File: config.mk
export PLATFORM = sky130hd
export DESIGN_NAME = gpio_input_debouncer
export DESIGN_NICKNAME = d
export VERILOG_FILES = /design/src/rtl/gpio_input_debouncer.sv
export SDC_FILE = /design/constraint.sdc
export NUM_CORES = 1
export LEC_CHECK = 0
export ABC_AREA = 0
export BUFFER_PORTS_ARGS = -buffer_cell sky130_fd_sc_hd__buf_2
export CORE_AREA = 2 2 92 94
export CTS_CLUSTER_SIZE = 28
export DETAILED_ROUTE_END_ITERATION = 6
export DIE_AREA = 0 0 94 96
export PLACE_DENSITY_LB_ADDON = 0.12
export SYNTH_ARGS = -nofsm -noshare
export SYNTH_HDL_FRONTEND = slang
export SYNTH_SLANG_ARGS = --single-unit
File: constraint.sdc
create_clock -name clock -period 3.21 [get_ports clock]
set_input_delay 0 -clock clock [delete_from_list [all_inputs] [get_ports clock]]
set_output_delay 0 -clock clock [all_outputs]
set_load 0.005 [all_outputs]
File: src/rtl/gpio_input_debouncer.sv
// gpio_input_debouncer: per-bit 2-flop synchroniser, stability counter, debounced level and edge pulses
module gpio_input_debouncer #(
  parameter int GPIO_WIDTH = 3,
  parameter int DEBOUNCE_CYCLES = 500000,
  parameter logic [GPIO_WIDTH-1:0] RESET_VALUE = {GPIO_WIDTH{1'b0}}
)(
  input  logic                  clock,
  input  logic                  reset,
  input  logic [GPIO_WIDTH-1:0] gpio_raw,
  output logic [GPIO_WIDTH-1:0] gpio_debounced,
  output logic [GPIO_WIDTH-1:0] gpio_rise,
  output logic [GPIO_WIDTH-1:0] gpio_fall,
  output logic                  gpio_any_edge
);
  localparam int CW = (DEBOUNCE_CYCLES < 1) ? 1 : $clog2(DEBOUNCE_CYCLES + 1);
  localparam logic [CW-1:0] LAST = CW'(DEBOUNCE_CYCLES - 1);
  logic [GPIO_WIDTH-1:0] r_sync1, r_sync2, r_deb, r_rise, r_fall, w_accept;
  logic                  r_any;
  logic [CW-1:0]         r_cnt [GPIO_WIDTH];
  // a bit is accepted on the edge that completes its run of mismatching samples
  always_comb begin
    w_accept = '0;
    for (int i = 0; i < GPIO_WIDTH; i++)
      w_accept[i] = (r_sync2[i] != r_deb[i]) && (r_cnt[i] == LAST);
  end
  always_ff @(posedge clock or posedge reset) begin
    if (reset) begin
      r_sync1 <= RESET_VALUE;
      r_sync2 <= RESET_VALUE;
      r_deb   <= RESET_VALUE;
      r_rise  <= '0;
      r_fall  <= '0;
      r_any   <= 1'b0;
      for (int i = 0; i < GPIO_WIDTH; i++) r_cnt[i] <= '0;
    end else begin
      r_sync1 <= gpio_raw;
      r_sync2 <= r_sync1;
      r_deb   <= r_deb ^ w_accept;
      r_rise  <= w_accept & r_sync2;
      r_fall  <= w_accept & ~r_sync2;
      r_any   <= |w_accept;
      for (int i = 0; i < GPIO_WIDTH; i++)
        r_cnt[i] <= (r_sync2[i] == r_deb[i] || w_accept[i]) ? '0 : r_cnt[i] + 1'b1;
    end
  end
  assign gpio_debounced = r_deb;
  assign gpio_rise      = r_rise;
  assign gpio_fall      = r_fall;
  assign gpio_any_edge  = r_any;
endmodule

# Yosys cells after proc, flatten, opt, wreduce, memory -nomap -nowiden
# Cells that the tools add are included.
[totals] out_inout_bits=10 ff_bits=73
[classes] add_sub_neg=3 bitwise_logic=4 reduce_logical=7 muxes=3 eq_ne=9
[op_table] cell="$add A19 B1 Y19 const B" n=3
[op_table] cell="$eq A19 B19 Y1 const B" n=3
[op_table] cell="$mux W19" n=3
[op_table] cell="$and A3 B3 Y3" n=2
[op_table] cell="$eq A1 B1 Y1" n=3
[op_table] cell="$logic_and A1 B1 Y1" n=3
[op_table] cell="$logic_or A1 B1 Y1" n=3
[op_table] cell="$ne A1 B1 Y1" n=3
[op_table] cell="$not A3 Y3" n=1
[op_table] cell="$reduce_or A3 Y1" n=1
[op_table] cell="$xor A3 B3 Y3" n=1

# Logic depth before layout (Yosys ltp)
[logic_depth] depth_word=4 depth_mapped=6 ltp_nobuf=5

# Least setup slack after synthesis
# Ideal clock, no wire load.
[synth_timing] kind="register to register" from="register r_cnt[9] in the netlist's numbering" to="register (tool-made name)" arrival_time_ps=1991 path_slack_ps=1094 stages_incl_launch_ff=5 t_required_ps=3085 path_cell_list="dfrtp_1 or4b_1 or4_4 or2_4 mux2_4"
[synth_rtl] item="start: declaration" line_no="19" source="logic [CW-1:0] r_cnt [GPIO_WIDTH];"
[synth_rtl] item="start signal: indexed assignment" line_no="43" source="r_cnt[i] <= (r_sync2[i] == r_deb[i] || w_accept[i]) ? '0 : r_cnt[i] + 1'b1;"

# Final worst setup path
[layout_timing] from="register r_cnt[9] in the netlist's numbering" to="register r_cnt[9] in the netlist's numbering"
[layout_between] elab_chain_cells=4
[layout_lines] item="branches (longest 3 deep; another with $add A19 B1 Y19)"
[layout_lines] item="$mux W19 (*)" line_no="43"
# Every way passes the cells marked *.

==> out/qor.json <==
{
  "run_status": {"value": "completed"},
  "critPathSlowestCell": {"value": "sky130_fd_sc_hd__or4_4"},
  "clk_pin_slew": {"value": 0.08, "unit": "ns"},
  "slew_viol_final": {"value": 0},
  "place.detailed.instances": {"value": 454},
  "skew_pair_late_insertion_delay": {"value": 0.34, "unit": "ns"},
  "p_leak": {"value": 1.56, "unit": "nW"},
  "p_comb_share": {"value": 3.7, "unit": "%"},
  "p_per_area": {"value": 419, "unit": "nW/µm²"},
  "synth_seq_area_share": {"value": 53.2, "unit": "%"},
  "grt_overflow_total": {"value": 0},
  "postSynthRegisterBits": {"value": 73},
  "clockBufferDepth": {"value": 2},
  "final_net_count": {"value": 372},
  "placement_rows": {"value": 33},
  "worst-path-max-fanout": {"value": 16},
  "synth_warn": {"value": 0},
  "initial_util": {"value": 42.6, "unit": "%"},
  "max_freq": {"value": 0.425, "unit": "GHz"},
  "cts_tree": {"value": "done"},
  "max_cap_viol_count": {"value": 0},
  "boundaryPins": {"value": 15},
  "final.period_utilization": {"value": 73.2, "unit": "%"},
  "final_cell_count_no_fill": {"value": 472},
  "routed_wire_length_per_instance": {"value": 14.0, "unit": "µm"},
  "holdCritPathClass": {"value": "primary input to async pin"},
  "ctsHtreeMaxLevel": {"value": 3},
  "cts_sinks": {"value": 73},
  "crit_path_start_kind": {"value": "register"},
  "die-area": {"value": 9020, "unit": "µm²"},
  "grt_start_max_net_pins": {"value": 40},
  "power.ir.vdd_worst": {"value": 0.255, "unit": "mV"},
  "synth_enable_flop_cells": {"value": 0},
  "synthToLayoutAreaGrowth": {"value": 12.0, "unit": "%"},
  "critical_path_arrival": {"value": 2.54, "unit": "ns"},
  "antenna_found_initial": {"value": 0},
  "mostFrequentLayoutCell": {"value": "sky130_fd_sc_hd__dfrtp_1"},
  "post_dp_cell_area": {"value": 3640, "unit": "µm²"},
  "remaining_antenna_violation_count_after_routing": {"value": 0},
  "filler_cell_count": {"value": 772},
  "most-common-layout-cells": {"value": "sky130_fd_sc_hd__dfrtp_1, sky130_fd_sc_hd__nor2_1, sky130_fd_sc_hd__xnor2_1"},
  "number_of_distinct_library_cell_variants_in_the_gate_level_netlist_after_synthesis": {"value": 35},
  "post_cts_buffers": {"value": 0},
  "syn_avg_cell_area": {"value": 10.2, "unit": "µm²"},
  "route.vias.total": {"value": 2484},
  "via_count_normalized_by_instance_count": {"value": 5.26},
  "worst_path_largest_cell_delay": {"value": 0.56, "unit": "ns"},
  "final_cell_area": {"value": 3840, "unit": "µm²"},
  "gp_routability_congestion": {"value": 0.838},
  "wl": {"value": 6630, "unit": "µm"},
  "cp_cell_sequence": {"value": "or4b_1, or4_4, o21ai_2, nor2_1"},
  "critPathBufInv": {"value": 0},
  "slew-limit-headroom": {"value": 54.7, "unit": "%"},
  "design.core.area": {"value": 8050, "unit": "µm²"},
  "die_width": {"value": 94, "unit": "µm"},
  "cts_repair_resize_count": {"value": 0},
  "report.final.setup_viol": {"value": 0},
  "drcViolationCount": {"value": 0},
  "synthFlopType": {"value": "sky130_fd_sc_hd__dfrtp_1"},
  "timing.final.hold_violations": {"value": 0},
  "clkPwrFrac": {"value": 37.6, "unit": "%"},
  "global_route.usage.total": {"value": 16.6, "unit": "%"},
  "rsz_0062_raised_after_global_routing": {"value": "no"},
  "antenna_cells_inserted": {"value": 0},
  "clk_root_buffer_cell": {"value": "sky130_fd_sc_hd__clkbuf_8"},
  "p_int": {"value": 1.22, "unit": "mW"},
  "synth_cells": {"value": 336},
  "place.detailed.hpwl": {"value": 4600, "unit": "µm"},
  "fin_tns_setup": {"value": 0, "unit": "ns"},
  "power.switching": {"value": 388, "unit": "µW"},
  "share_seq_of_total_power": {"value": 58.8, "unit": "%"},
  "cp-end-kind": {"value": "register"},
  "postSynthNetCount": {"value": 344},
  "numPortBuffers": {"value": 14},
  "min_period": {"value": 2.35, "unit": "ns"},
  "worstMarginPinSlew": {"value": 0.680, "unit": "ns"},
  "drtPass1Iterations": {"value": 4},
  "timing.clock.skew": {"value": 0.0106, "unit": "ns"},
  "ctsHoldBuffers": {"value": 4},
  "detailedRoute.firstIterationViolations": {"value": 83},
  "grt_pass1_vias": {"value": 2403},
  "critical_path_class": {"value": "register to register"},
  "fin_util": {"value": 47.7, "unit": "%"},
  "synth-async-reset-ratio": {"value": 100, "unit": "%"},
  "power.switching_fraction": {"value": 24.1, "unit": "%"},
  "layout-drive-gt1-share": {"value": 12.0, "unit": "%"},
  "fp.dieH": {"value": 96, "unit": "µm"},
  "netlist_area_pre_place": {"value": 3430, "unit": "µm²"},
  "grt_first_pass_wirelength": {"value": 11700, "unit": "µm"},
  "required": {"value": 3.40, "unit": "ns"},
  "cp_top_family": {"value": "simple AND/OR/NAND/NOR gates"},
  "cts-buffers-inserted": {"value": 9}
}
-- path summary, 6_finish.rpt --
path,startpoint,slack [ns],cells after the start,to
max,r_cnt[9],0.86,4,r_cnt[9]
min,reset,0.17,3,gpio_rise[2]
max reg2reg,r_cnt[9],0.86,4,r_cnt[9]
min reg2reg,r_sync1[2],0.35,0,r_sync2[2]
max in group asynchronous,reset,2.24,4,r_cnt[12]
min in group clock,gpio_raw[1],0.30,2,r_sync1[1]
-- power groups by stage --
stage / logic (mW) / clock network, mW / registers, mW
final: 0.0590 / 0.605 / 0.947
after global routing: 0.0702 / 0.667 / 0.950
after CTS: 0.0617 / 0.626 / 0.947
after detailed placement: 0.0574 / 0 / 0.965
after global placement: 0.0569 / 0 / 0.965
after floorplan: 0.0393 / 0 / 0.962
-- flip-flops by register name, indices dropped and copies added (netlist names), named ones only --
register / count
r_cnt: 57
gpio_fall: 3
gpio_rise: 3
r_sync1: 3
r_sync2: 3
gpio_any_edge: 1
-- tightest hold or removal path, cell delays in order --
cell	delay, ns
sky130_fd_sc_hd__dlygate4sd3_1	0.53
sky130_fd_sc_hd__buf_2	0.13
sky130_fd_sc_hd__inv_2	0.25
-- logic make-up (layout without fill, tap and decap cells) --
group           Yosys count  count (layout)  share of synthesized area (%)
mux                       3               3                           1.09
flops                    73              73                           53.2
compound gates           23              23                           3.83
buf+inv                  10              41                           1.20
xor+xnor                 48              48                           12.2
fa+ha+maj                 3               3                           1.09
simple gates            176             176                           27.3
-- cells in the mapped netlist, types with 2 or more instances --
cell	instances	share of area (%)
sky130_fd_sc_hd__a21oi_1	9	1.3
sky130_fd_sc_hd__and3_1	6	1.1
sky130_fd_sc_hd__and3b_1	2	0.51
sky130_fd_sc_hd__and4_1	5	1.3
sky130_fd_sc_hd__clkbuf_1	5	0.55
sky130_fd_sc_hd__dfrtp_1	73	53
sky130_fd_sc_hd__ha_1	3	1.1
sky130_fd_sc_hd__inv_1	4	0.44
sky130_fd_sc_hd__mux2_2	2	0.66
sky130_fd_sc_hd__nand2_1	18	2.0
sky130_fd_sc_hd__nand3_1	23	3.4
sky130_fd_sc_hd__nand4_1	19	3.5
sky130_fd_sc_hd__nor2_1	53	5.8
sky130_fd_sc_hd__nor3_1	9	1.3
sky130_fd_sc_hd__nor3b_1	6	1.3
sky130_fd_sc_hd__nor4_1	11	2.0
sky130_fd_sc_hd__nor4b_1	2	0.51
sky130_fd_sc_hd__o21ai_0	6	0.87
sky130_fd_sc_hd__o21ai_1	2	0.29
sky130_fd_sc_hd__o31ai_1	3	0.66
sky130_fd_sc_hd__or2_2	4	0.73
sky130_fd_sc_hd__or3_1	6	1.1
sky130_fd_sc_hd__or4_1	6	1.3
sky130_fd_sc_hd__or4b_1	2	0.58
sky130_fd_sc_hd__xnor2_1	29	7.4
sky130_fd_sc_hd__xor2_1	19	4.8
-- layer usage --
metal	GRT usage, %	wire length, µm	vias up
li1	-	-	1248
met1	23.7	3410	1188
met2	24.9	2920	34
met3	3.13	144	14
met4	7.13	150	0
met5	0	0	-
-- per-stage QoR --
stage / power, mW / hold slack, ns / worst slack (ns)
floorplan: 1.00 / 0.0314 / 1.09
CTS: 1.63 / 0.155 / 0.850
finish: 1.61 / 0.168 / 0.860
global placement: 1.02 / -0.0262 / 0.906
detailed placement: 1.02 / -0.0223 / 0.872
global route: 1.69 / 0.188 / 0.721
-- final cells by class --
class	instances	area, µm²	area share (%)
clock buffers	9	124	3.22
clock inverters	5	35.0	0.911
inverters	4	15.0	0.391
multi-input cells	253	1560	40.7
flip-flops and latches	73	1830	47.5
well taps	105	131	3.42
repair buffers	23	148	3.84
(Power assumes the default switching activity.)
